===== src/rtl/uart_tx_arbiter.sv =====
// Round-robin arbiter that shares one UART transmitter among NUM_REQ requesters.
// It issues one character at a time and reports completion, or a timeout when the transmitter never goes busy.
module uart_tx_arbiter #(
  parameter int NUM_REQ    = 4,
  parameter int DATA_WIDTH = 8,
  parameter int TIMEOUT    = 16
) (
  input  logic                            clk,
  input  logic                            reset_n,
  input  logic [NUM_REQ-1:0]              req,
  input  logic [NUM_REQ*DATA_WIDTH-1:0]   req_data,
  output logic [NUM_REQ-1:0]              grant,
  output logic                            tx_transmit,
  output logic [DATA_WIDTH-1:0]           tx_data,
  input  logic                            tx_busy,
  output logic                            done,
  output logic                            err,
  output logic [$clog2(NUM_REQ)-1:0]      active_id
);

  localparam int ID_W  = $clog2(NUM_REQ);
  localparam int CNT_W = $clog2(TIMEOUT);
  localparam logic [ID_W-1:0]  LAST_RST = ID_W'(NUM_REQ - 1);
  localparam logic [CNT_W-1:0] CNT_LAST = CNT_W'(TIMEOUT - 1);

  typedef enum logic [1:0] {
    IDLE,
    ISSUE,
    WAIT_DONE
  } state_t;

  state_t                  state_q, state_d;
  logic [NUM_REQ-1:0]      grant_q, grant_d;
  logic                    tx_q, tx_d;
  logic [DATA_WIDTH-1:0]   data_q, data_d;
  logic                    done_q, done_d;
  logic                    err_q, err_d;
  logic [ID_W-1:0]         id_q, id_d;
  logic [ID_W-1:0]         last_q, last_d;
  logic [CNT_W-1:0]        cnt_q, cnt_d;

  logic [DATA_WIDTH-1:0]   lane [NUM_REQ];
  logic                    win_found;
  logic [ID_W-1:0]         win_id;
  logic [31:0]             cand;

  always_comb begin
    for (int unsigned i = 0; i < NUM_REQ; i++) begin
      lane[i] = req_data[i*DATA_WIDTH +: DATA_WIDTH];
    end
  end

  // Search begins one past the last requester that completed a frame and wraps.
  always_comb begin
    win_found = 1'b0;
    win_id    = '0;
    cand      = '0;
    for (int unsigned k = 0; k < NUM_REQ; k++) begin
      cand = 32'(last_q) + 32'd1 + k;
      if (cand >= NUM_REQ) begin
        cand = cand - NUM_REQ;
      end
      if (!win_found && req[cand[ID_W-1:0]]) begin
        win_found = 1'b1;
        win_id    = cand[ID_W-1:0];
      end
    end
  end

  always_comb begin
    state_d = state_q;
    grant_d = '0;
    tx_d    = tx_q;
    data_d  = data_q;
    done_d  = 1'b0;
    err_d   = 1'b0;
    id_d    = id_q;
    last_d  = last_q;
    cnt_d   = cnt_q;
    case (state_q)
      IDLE: begin
        if (win_found && !tx_busy) begin
          grant_d[win_id] = 1'b1;
          tx_d            = 1'b1;
          data_d          = lane[win_id];
          id_d            = win_id;
          cnt_d           = '0;
          state_d         = ISSUE;
        end
      end
      ISSUE: begin
        if (tx_busy) begin
          tx_d    = 1'b0;
          cnt_d   = '0;
          state_d = WAIT_DONE;
        end else if (cnt_q == CNT_LAST) begin
          // Character is dropped; the pointer stays so the same requester is tried again.
          tx_d    = 1'b0;
          err_d   = 1'b1;
          cnt_d   = '0;
          state_d = IDLE;
        end else begin
          cnt_d = cnt_q + CNT_W'(1);
        end
      end
      WAIT_DONE: begin
        if (!tx_busy) begin
          done_d  = 1'b1;
          last_d  = id_q;
          state_d = IDLE;
        end
      end
      default: state_d = IDLE;
    endcase
  end

  always_ff @(posedge clk) begin
    if (!reset_n) begin
      state_q <= IDLE;
      grant_q <= '0;
      tx_q    <= 1'b0;
      data_q  <= '0;
      done_q  <= 1'b0;
      err_q   <= 1'b0;
      id_q    <= '0;
      last_q  <= LAST_RST;
      cnt_q   <= '0;
    end else begin
      state_q <= state_d;
      grant_q <= grant_d;
      tx_q    <= tx_d;
      data_q  <= data_d;
      done_q  <= done_d;
      err_q   <= err_d;
      id_q    <= id_d;
      last_q  <= last_d;
      cnt_q   <= cnt_d;
    end
  end

  assign grant       = grant_q;
  assign tx_transmit = tx_q;
  assign tx_data     = data_q;
  assign done        = done_q;
  assign err         = err_q;
  assign active_id   = id_q;

endmodule


===== config.mk =====
export PLATFORM = sky130hd
export DESIGN_NAME = uart_tx_arbiter
export DESIGN_NICKNAME = d
export VERILOG_FILES = /design/src/rtl/uart_tx_arbiter.sv
export SDC_FILE = /design/constraint.sdc
export NUM_CORES = 1
export LEC_CHECK = 0
export ABC_AREA = 1
export CORE_AREA = 2 2 62 64
export CTS_CLUSTER_SIZE = 40
export DETAILED_ROUTE_END_ITERATION = 6
export DIE_AREA = 0 0 64 66
export PLACE_DENSITY = 0.76
export SLEW_MARGIN = 5
export SYNTH_ARGS = -nofsm -noshare
export SYNTH_HDL_FRONTEND = slang
export SYNTH_SLANG_ARGS = --single-unit

===== constraint.sdc =====
create_clock -name clk -period 2.2 [get_ports clk]
set_input_delay 0.55 -clock clk [delete_from_list [all_inputs] [get_ports clk]]
set_output_delay 0.55 -clock clk [all_outputs]
set_load 0.02 [all_outputs]

==> out/results.ini, run 1 <==
[clock_tree]
clk_pin_slew_ps=140
cts.path.max_buffers=2
htree_levels=1
clk_latency_ps=320
cts_tree=yes
cts.sinks=25
hold_buffers=0
cts-root-buf=clkbuf_4
cts_buffers=3

[pwr]
intPower_w=0.0007705
cellLeakagePower_nw=1.009
clkPwrFrac_pct=18.0
power_density_mw_per_mm2=527.5
pwr-share-seq_pct=43.2
power_w=0.001168
combPwrFrac_pct=38.8
switchingPower_w=0.0003978
power_switching_share_pct=34.05
peakVddDrop_v=0.0002211

[final_layout]
area_delta_synth_final_pct=49.62
nNetsFinal=335
drive_above_1_share_pct=16.33
antenna_cells=0
design_area_mm2=0.002215

[sta]
relSlewSlack_pct=78.94
final-setup-viol-count=0
min_period_ps=2065
hold_viol_final=0
slew_violations=0
fmax_mhz=484.3
grt_setup_unrepaired=yes
clock_skew_ps=0.9301
period_share_pct=93.86
worstMarginPinSlew_ps=315.6

[place]
dpl_cell_area_mm2=0.002136
post-dp-hpwl_um=2971
globalplace.congestion=0.8600
io_buffers=55

[floorplan]
start_util_pct=41.68
core-area_mm2=0.003551
io_pins=56
die_area_mm2=0.004224
fp.dieH_um=66
die_width_um=64
rows=22

[synth]
synth.largest_area_cell=dfxtp_1
avgSynthCellArea_um2=6.521
synth_cell_types=30
synth_seq_area_share_pct=33.81
yosysWarnings=0
yosys-top-cells-area=dfxtp_1 (34%), nand2_1 (16%), nand3_1 (13%)
ys_seq_elements=25
synth_cells=227
synth.cell_area_mm2=0.001480
synth_top_cell_area_share_pct=33.81
synthesis.nets=267

[critical_path]
crit_cells=15
cpPeakStageDelay_ps=420
arrival_ps=2300
worst-r2r-setup-slack_ps=230
startpoint_type=input pin
end_kind=flip-flop
path_delay_family=simple AND/OR/NAND/NOR gates
critPathKind=input pin to flip-flop
path_cells=clkdlybuf4s50_1 -> inv_1 -> nand2_1 -> nand2_2 -> nand2_1 -> nand2_2 -> inv_2 -> nor3_4 -> nand2_2 -> nand2_4 -> inv_2 -> nand3_1 -> nand3_1 -> nor2_1 -> nor2_1
crit_buf_inv=4
worstRegToRegCells=14
cp-startpoint=req[1]
rr_startpoint=last_q[0]
crit_fanout=9
slowest_stage=clkdlybuf4s50_1
rr_endpoint=tx_data[1]
crit_path_frequent_cell=nand2_2
cp-endpoint=tx_data[1]
worstPathRequired_ps=2430

[global_route]
grt_use_total_pct=19.98
grt_max_degree=22
grt-ovfl-total=0
grt_pass1_vias=1589
grt_pass1_wl_um=6775
grt_antenna_before_repair=0

[status]
status=completed

[drt]
drc=0
vias_per_cell=4.842
wire_per_inst_um=11.49
wirelength_um=3929
vias=1656
drt_iter0_markers=115
ant_nets=0
first_pass_iters=4

[hold_path]
whs_path_depth=2
hp-start=tx_transmit
min_path_type=flip-flop to flip-flop

[run]
cap_violations=0

## cell type report
| class | instances | area [µm²] |
|---|---|---|
| fillers | 331 | 1336 |
| multi-input cells | 170 | 844.6 |
| repair buffers | 72 | 690.7 |
| flip-flops and latches | 25 | 500.5 |
| inverters | 23 | 91.34 |
| well taps | 48 | 60.06 |
| clock buffers | 3 | 22.52 |
| clock inverters | 1 | 5.005 |
## worst min-delay path, delay by kind of cell (launching register included)
family	cells	cell delay, ps
and+or+nand+nor	1	60
DFF	1	340
AOI/OAI and AO/OA	1	50
## sequential cells by signal (all words and copies together) (netlist names)
| signal | cells |
|---|---|
| tx_data | 8 |
| grant | 4 |
| done | 1 |
| state_q | 2 |
| active_id | 2 |
| err | 1 |
| cnt_q | 4 |
| tx_transmit | 1 |
| last_q | 2 |
## cells in the mapped netlist (all sizes together)
| cell | number |
|---|---|
| nand2 | 69 |
| a21oi | 12 |
| o21ai | 13 |
| nand4 | 4 |
| xor2 | 1 |
| dfxtp | 25 |
| nor2 | 21 |
| a211oi | 1 |
| o21a | 1 |
| buf | 7 |
| nor4 | 1 |
| ha | 1 |
| inv | 23 |
| clkbuf | 2 |
| nor3 | 7 |
| nand3 | 39 |
## cells in the final DEF (no fill, tap or decap), types with 3 or more instances in the layout
cell / synthesis / final
a21oi_1: 12 / 11
nand2_1: 63 / 59
buf_4: 1 / 15
clkdlybuf4s50_1: 0 / 53
nand3_1: 38 / 37
o21ai_0: 11 / 11
inv_2: 6 / 6
dfxtp_1: 25 / 25
nand4_1: 4 / 4
inv_1: 16 / 15
nand2_2: 5 / 9
nor2_1: 19 / 18
clkbuf_4: 0 / 3
nor3_1: 6 / 6
## logic make-up after synthesis
group                      after synthesis  synth area share, %
adders and majority gates                1               0.8452
xor gates and xnor gates                 1               0.5918
buffers and inverters                   32                11.07
and+or+nand+nor                        141                44.21
AOI/OAI and AO/OA                       27                9.468
DFF                                     25                33.81
## layer usage
metal	wire (µm)	vias to the layer above	global-route usage, %
met5	0	-	0
met4	44	0	4.891
met3	150	5	3.407
met2	1905	38	34.24
li1	-	870	-
met1	1829	743	25.99
## per-stage QoR
step / setup TNS [ps] / hold WS, ps / std cells / utilization (%) / worst slack, ps
after floorplan: 0 / 456.4 / 227 / - / 400.7
after global placement: -2452 / 453.8 / 337 / 60.15 / -199.5
after detailed placement: -3635 / 457.6 / 337 / 60.15 / -268.6
after CTS: 0 / 477.7 / 341 / 60.92 / 87.29
after global routing: -10.45 / 488.4 / 342 / 62.37 / -10.45
final: 0 / 475.4 / 342 / 62.37 / 135.1
## what timing repair did
| action | CTS | global route |
|---|---|---|
| buffers inserted | 0 | 1 |
| setup endpoints to repair | 0 | 18 |
| hold endpoints to repair | 0 | 0 |
| resized for setup | 0 | 16 |
## power groups by stage
stage | clock, W | sequential (W) | combinational (W)
2_1_floorplan | 0 | 0.000543 | 0.000224
6_report | 0.000211 | 0.000505 | 0.000453
4_1_cts | 0.000216 | 0.000504 | 0.000434
3_5_place_dp | 0 | 0.000513 | 0.000433
3_3_place_gp | 0 | 0.000513 | 0.000426
5_1_grt | 0.000244 | 0.000509 | 0.000502
## how the worst min path moves through the flow
stage	to	slack [ps]
after floorplan	cnt_q[1]	460
after global placement	tx_transmit	450
after detailed placement	tx_transmit	460
after CTS	tx_transmit	480
after global routing	tx_transmit	490
final	tx_transmit	480
Note: power is estimated with default switching activity, not from simulation.
==> inputs of run 2 (changes only) <==
REMOVE_ABC_BUFFERS = 1   (was default)
==> run 2 against run 1 <==
Clock skew is 6.2 ps higher. Clock power is 3% higher. Final area is 0.23% higher. Routed wire length is 1.8% lower. Critical path depth stayed put. Largest cell class unchanged. Largest power group unchanged.
==> out/results.ini, run 2 (synthesis results as in run 1) <==
[drt]
wirelength_met1_um=1722  ; was 1829 µm
wl_met2_um=1859  ; was 1905 µm
wire_per_inst_um=11.38  ; was 11.49 µm
wirelength_um=3857  ; was 3929 µm
vias_per_cell=4.891  ; was 4.842
top_layer=met4  ; unchanged
ant_nets=0  ; unchanged
dr_wl_met3_um=246  ; was 150 µm
first_pass_iters=6  ; was 4
drt_iter0_markers=112  ; was 115
vias=1658  ; was 1656
drc=0  ; unchanged

[place]
dpl_worst_slack_ps=-234.9  ; was -268.6 ps
post-dp-hpwl_um=2968  ; was 2971 µm
dpl_cell_area_mm2=0.002138  ; was 0.002136 mm²
io_buffers=55  ; unchanged
globalplace.congestion=0.8388  ; was 0.8600
dp.cells=334  ; was 337

[pwr]
power_switching_share_pct=34.34  ; was 34.05%
cellLeakagePower_nw=1.016  ; was 1.009 nW
intPower_w=0.0007736  ; was 0.0007705 W
pwr-share-seq_pct=42.9  ; was 43.2%
combPwrFrac_pct=38.6  ; was 38.8%
power_density_mw_per_mm2=530.8  ; was 527.5 mW/mm²
switchingPower_w=0.0004046  ; was 0.0003978 W
peakVddDrop_v=0.0002102  ; was 0.0002211 V
clkPwrFrac_pct=18.5  ; was 18.0%

[clock_tree]
cts.path.max_buffers=2  ; unchanged
cts_buffers=3  ; unchanged
hold_buffers=0  ; unchanged
cts_tree=yes  ; unchanged
htree_levels=1  ; unchanged
clk_pin_slew_ps=150  ; was 140 ps
clk_latency_ps=320  ; about the same
cts.sinks=25  ; unchanged
cts-root-buf=clkbuf_4  ; unchanged

[hold_path]
whs_path_depth=2  ; unchanged
min_to=tx_transmit  ; unchanged
min_path_type=flip-flop to flip-flop  ; unchanged
hp-start=tx_transmit  ; unchanged

[status]
status=completed  ; unchanged

[global_route]
grt_max_degree=22  ; unchanged
grt_use_total_pct=18.82  ; was 19.98%
grt_antenna_before_repair=0  ; unchanged
grt_pass1_wl_um=6486  ; was 6775 µm
grt-ovfl-total=0  ; unchanged
grt_pass1_vias=1523  ; was 1589

[sta]
period_share_pct=92.34  ; was 93.86%
relSlewSlack_pct=78.85  ; was 78.94%
fmax_mhz=492.2  ; was 484.3 MHz
hold_viol_final=0  ; unchanged
worstMarginPinSlew_ps=316.8  ; was 315.6 ps
fin_ws_ps=168.4  ; was 135.1 ps
clock_skew_ps=7.140  ; was 0.9301 ps
min_period_ps=2032  ; was 2065 ps
slew_violations=0  ; unchanged
final-setup-viol-count=0  ; unchanged

[critical_path]
arrival_ps=2310  ; was 2300 ps
rr_startpoint=last_q[0]  ; unchanged
crit_fanout=7  ; was 9
startpoint_type=input pin  ; unchanged
worstPathRequired_ps=2480  ; was 2430 ps
critPathKind=input pin to flip-flop  ; unchanged
rr_endpoint=tx_data[7]  ; was tx_data[1]
worst-r2r-setup-slack_ps=250  ; was 230 ps
end_kind=flip-flop  ; unchanged
cpPeakStageDelay_ps=480  ; was 420 ps
worstRegToRegCells=14  ; unchanged
crit_path_frequent_cell=nand2_1  ; was nand2_2
slowest_stage=clkdlybuf4s50_1  ; unchanged
path_cells=clkdlybuf4s50_1 -> nand2_1 -> nand2_2 -> nand2_1 -> nand2_1 -> nand4_1 -> buf_4 -> nand3_2 -> nand2_4 -> buf_12 -> nor2_8 -> nand2_1 -> nand3_1 -> nor2_1 -> nor2_1  ; was clkdlybuf4s50_1 -> inv_1 -> nand2_1 -> nand2_2 -> nand2_1 -> nand2_2 -> inv_2 -> nor3_4 -> nand2_2 -> nand2_4 -> inv_2 -> nand3_1 -> nand3_1 -> nor2_1 -> nor2_1

[final_layout]
layout_common_cells=nand2_1 (57), clkdlybuf4s50_1 (52), nand3_1 (37)  ; was nand2_1 (59), clkdlybuf4s50_1 (53), nand3_1 (37)
final_common_cell=nand2_1  ; unchanged
finalNonFillerCells=339  ; was 342
area_delta_synth_final_pct=49.96  ; was 49.62%
antenna_cells=0  ; unchanged
nNetsFinal=332  ; was 335
drive_above_1_share_pct=16.15  ; was 16.33%
design_area_mm2=0.002220  ; was 0.002215 mm²
largest_reg_flops=8  ; unchanged

[floorplan]
die_area_mm2=0.004224  ; unchanged
rows=22  ; unchanged
fp.dieH_um=66  ; unchanged
die_width_um=64  ; unchanged
core-area_mm2=0.003551  ; unchanged
io_pins=56  ; unchanged
start_util_pct=41.68  ; unchanged

[run]
cap_violations=0  ; unchanged

-- run 2: cell types whose count changed in the layout (fill, tap and decap cells not counted), moves of 2 or more --
cell / delta
buf_12: +2
buf_4: -5
nand2_1: -2
nand2_2: +2
-- run 2: power by group through the flow --
stage,clock (W),combinational (W),sequential (W)
5_1_grt,0.000229,0.000502,0.000510
6_report,0.000218,0.000455,0.000506
4_1_cts,0.000214,0.000443,0.000505
3_5_place_dp,0,0.000442,0.000514
3_3_place_gp,0,0.000437,0.000515
2_1_floorplan,0,0.000193,0.000544
-- run 2: worst max path at each step --
stage	start	to	slack, ps
2_1_floorplan	req[0]	tx_data[7]	60
3_3_place_gp	req[0]	tx_data[0]	-210
3_5_place_dp	req[0]	tx_data[0]	-230
4_1_cts	last_q[0]	tx_data[0]	90
5_1_grt	req[3]	tx_data[3]	-10
6_report	req[3]	tx_data[7]	170
-- run 2: through the flow --
step / util [%] / hold slack, ps / setup TNS [ps] / total power [W]
final: 62.51 / 486.2 / 0 / 0.001178
after global routing: 62.51 / 503.3 / -23.39 / 0.001241
after CTS: 60.99 / 489.5 / 0 / 0.001162
after detailed placement: 60.22 / 469.2 / -3018 / 0.0009564
after global placement: 60.22 / 454.6 / -2407 / 0.0009524
after floorplan: - / 456.4 / 0 / 0.0007364
-- run 2: repair_timing --
item,4_1_cts,5_1_grt
setup buffers,0,1
setup endpoints to repair,0,18
gates resized for setup,0,19
-- run 2: per-layer routing --
| metal | vias up | global-route usage [%] |
|---|---|---|
| met5 | - | 0 |
| met4 | 0 | 5.707 |
| met2 | 49 | 33.07 |
| met3 | 4 | 3.918 |
| li1 | 870 | - |
| met1 | 735 | 22.99 |
-- run 2: final cells by class --
class	instances	area [µm²]
multi-input combinational	170	843.3
inverter	23	91.34
timing repair buffer	69	695.7
clock buffer	3	22.52
clock inverter	1	5.005
sequential	25	501.7
tap	48	60.06
fill	318	1331
-- run 2: worst max-delay path, delay by kind of cell --
family,cells,cell delay (ps)
buffers and inverters,3,780
AND/OR/NAND/NOR,12,990
==> inputs of run 3 (changes only) <==
SKIP_CTS_REPAIR_TIMING = 1   (was default)
==> results of run 3 <==
Same layout as run 2: the final DEF is identical, and so are final timing and power.
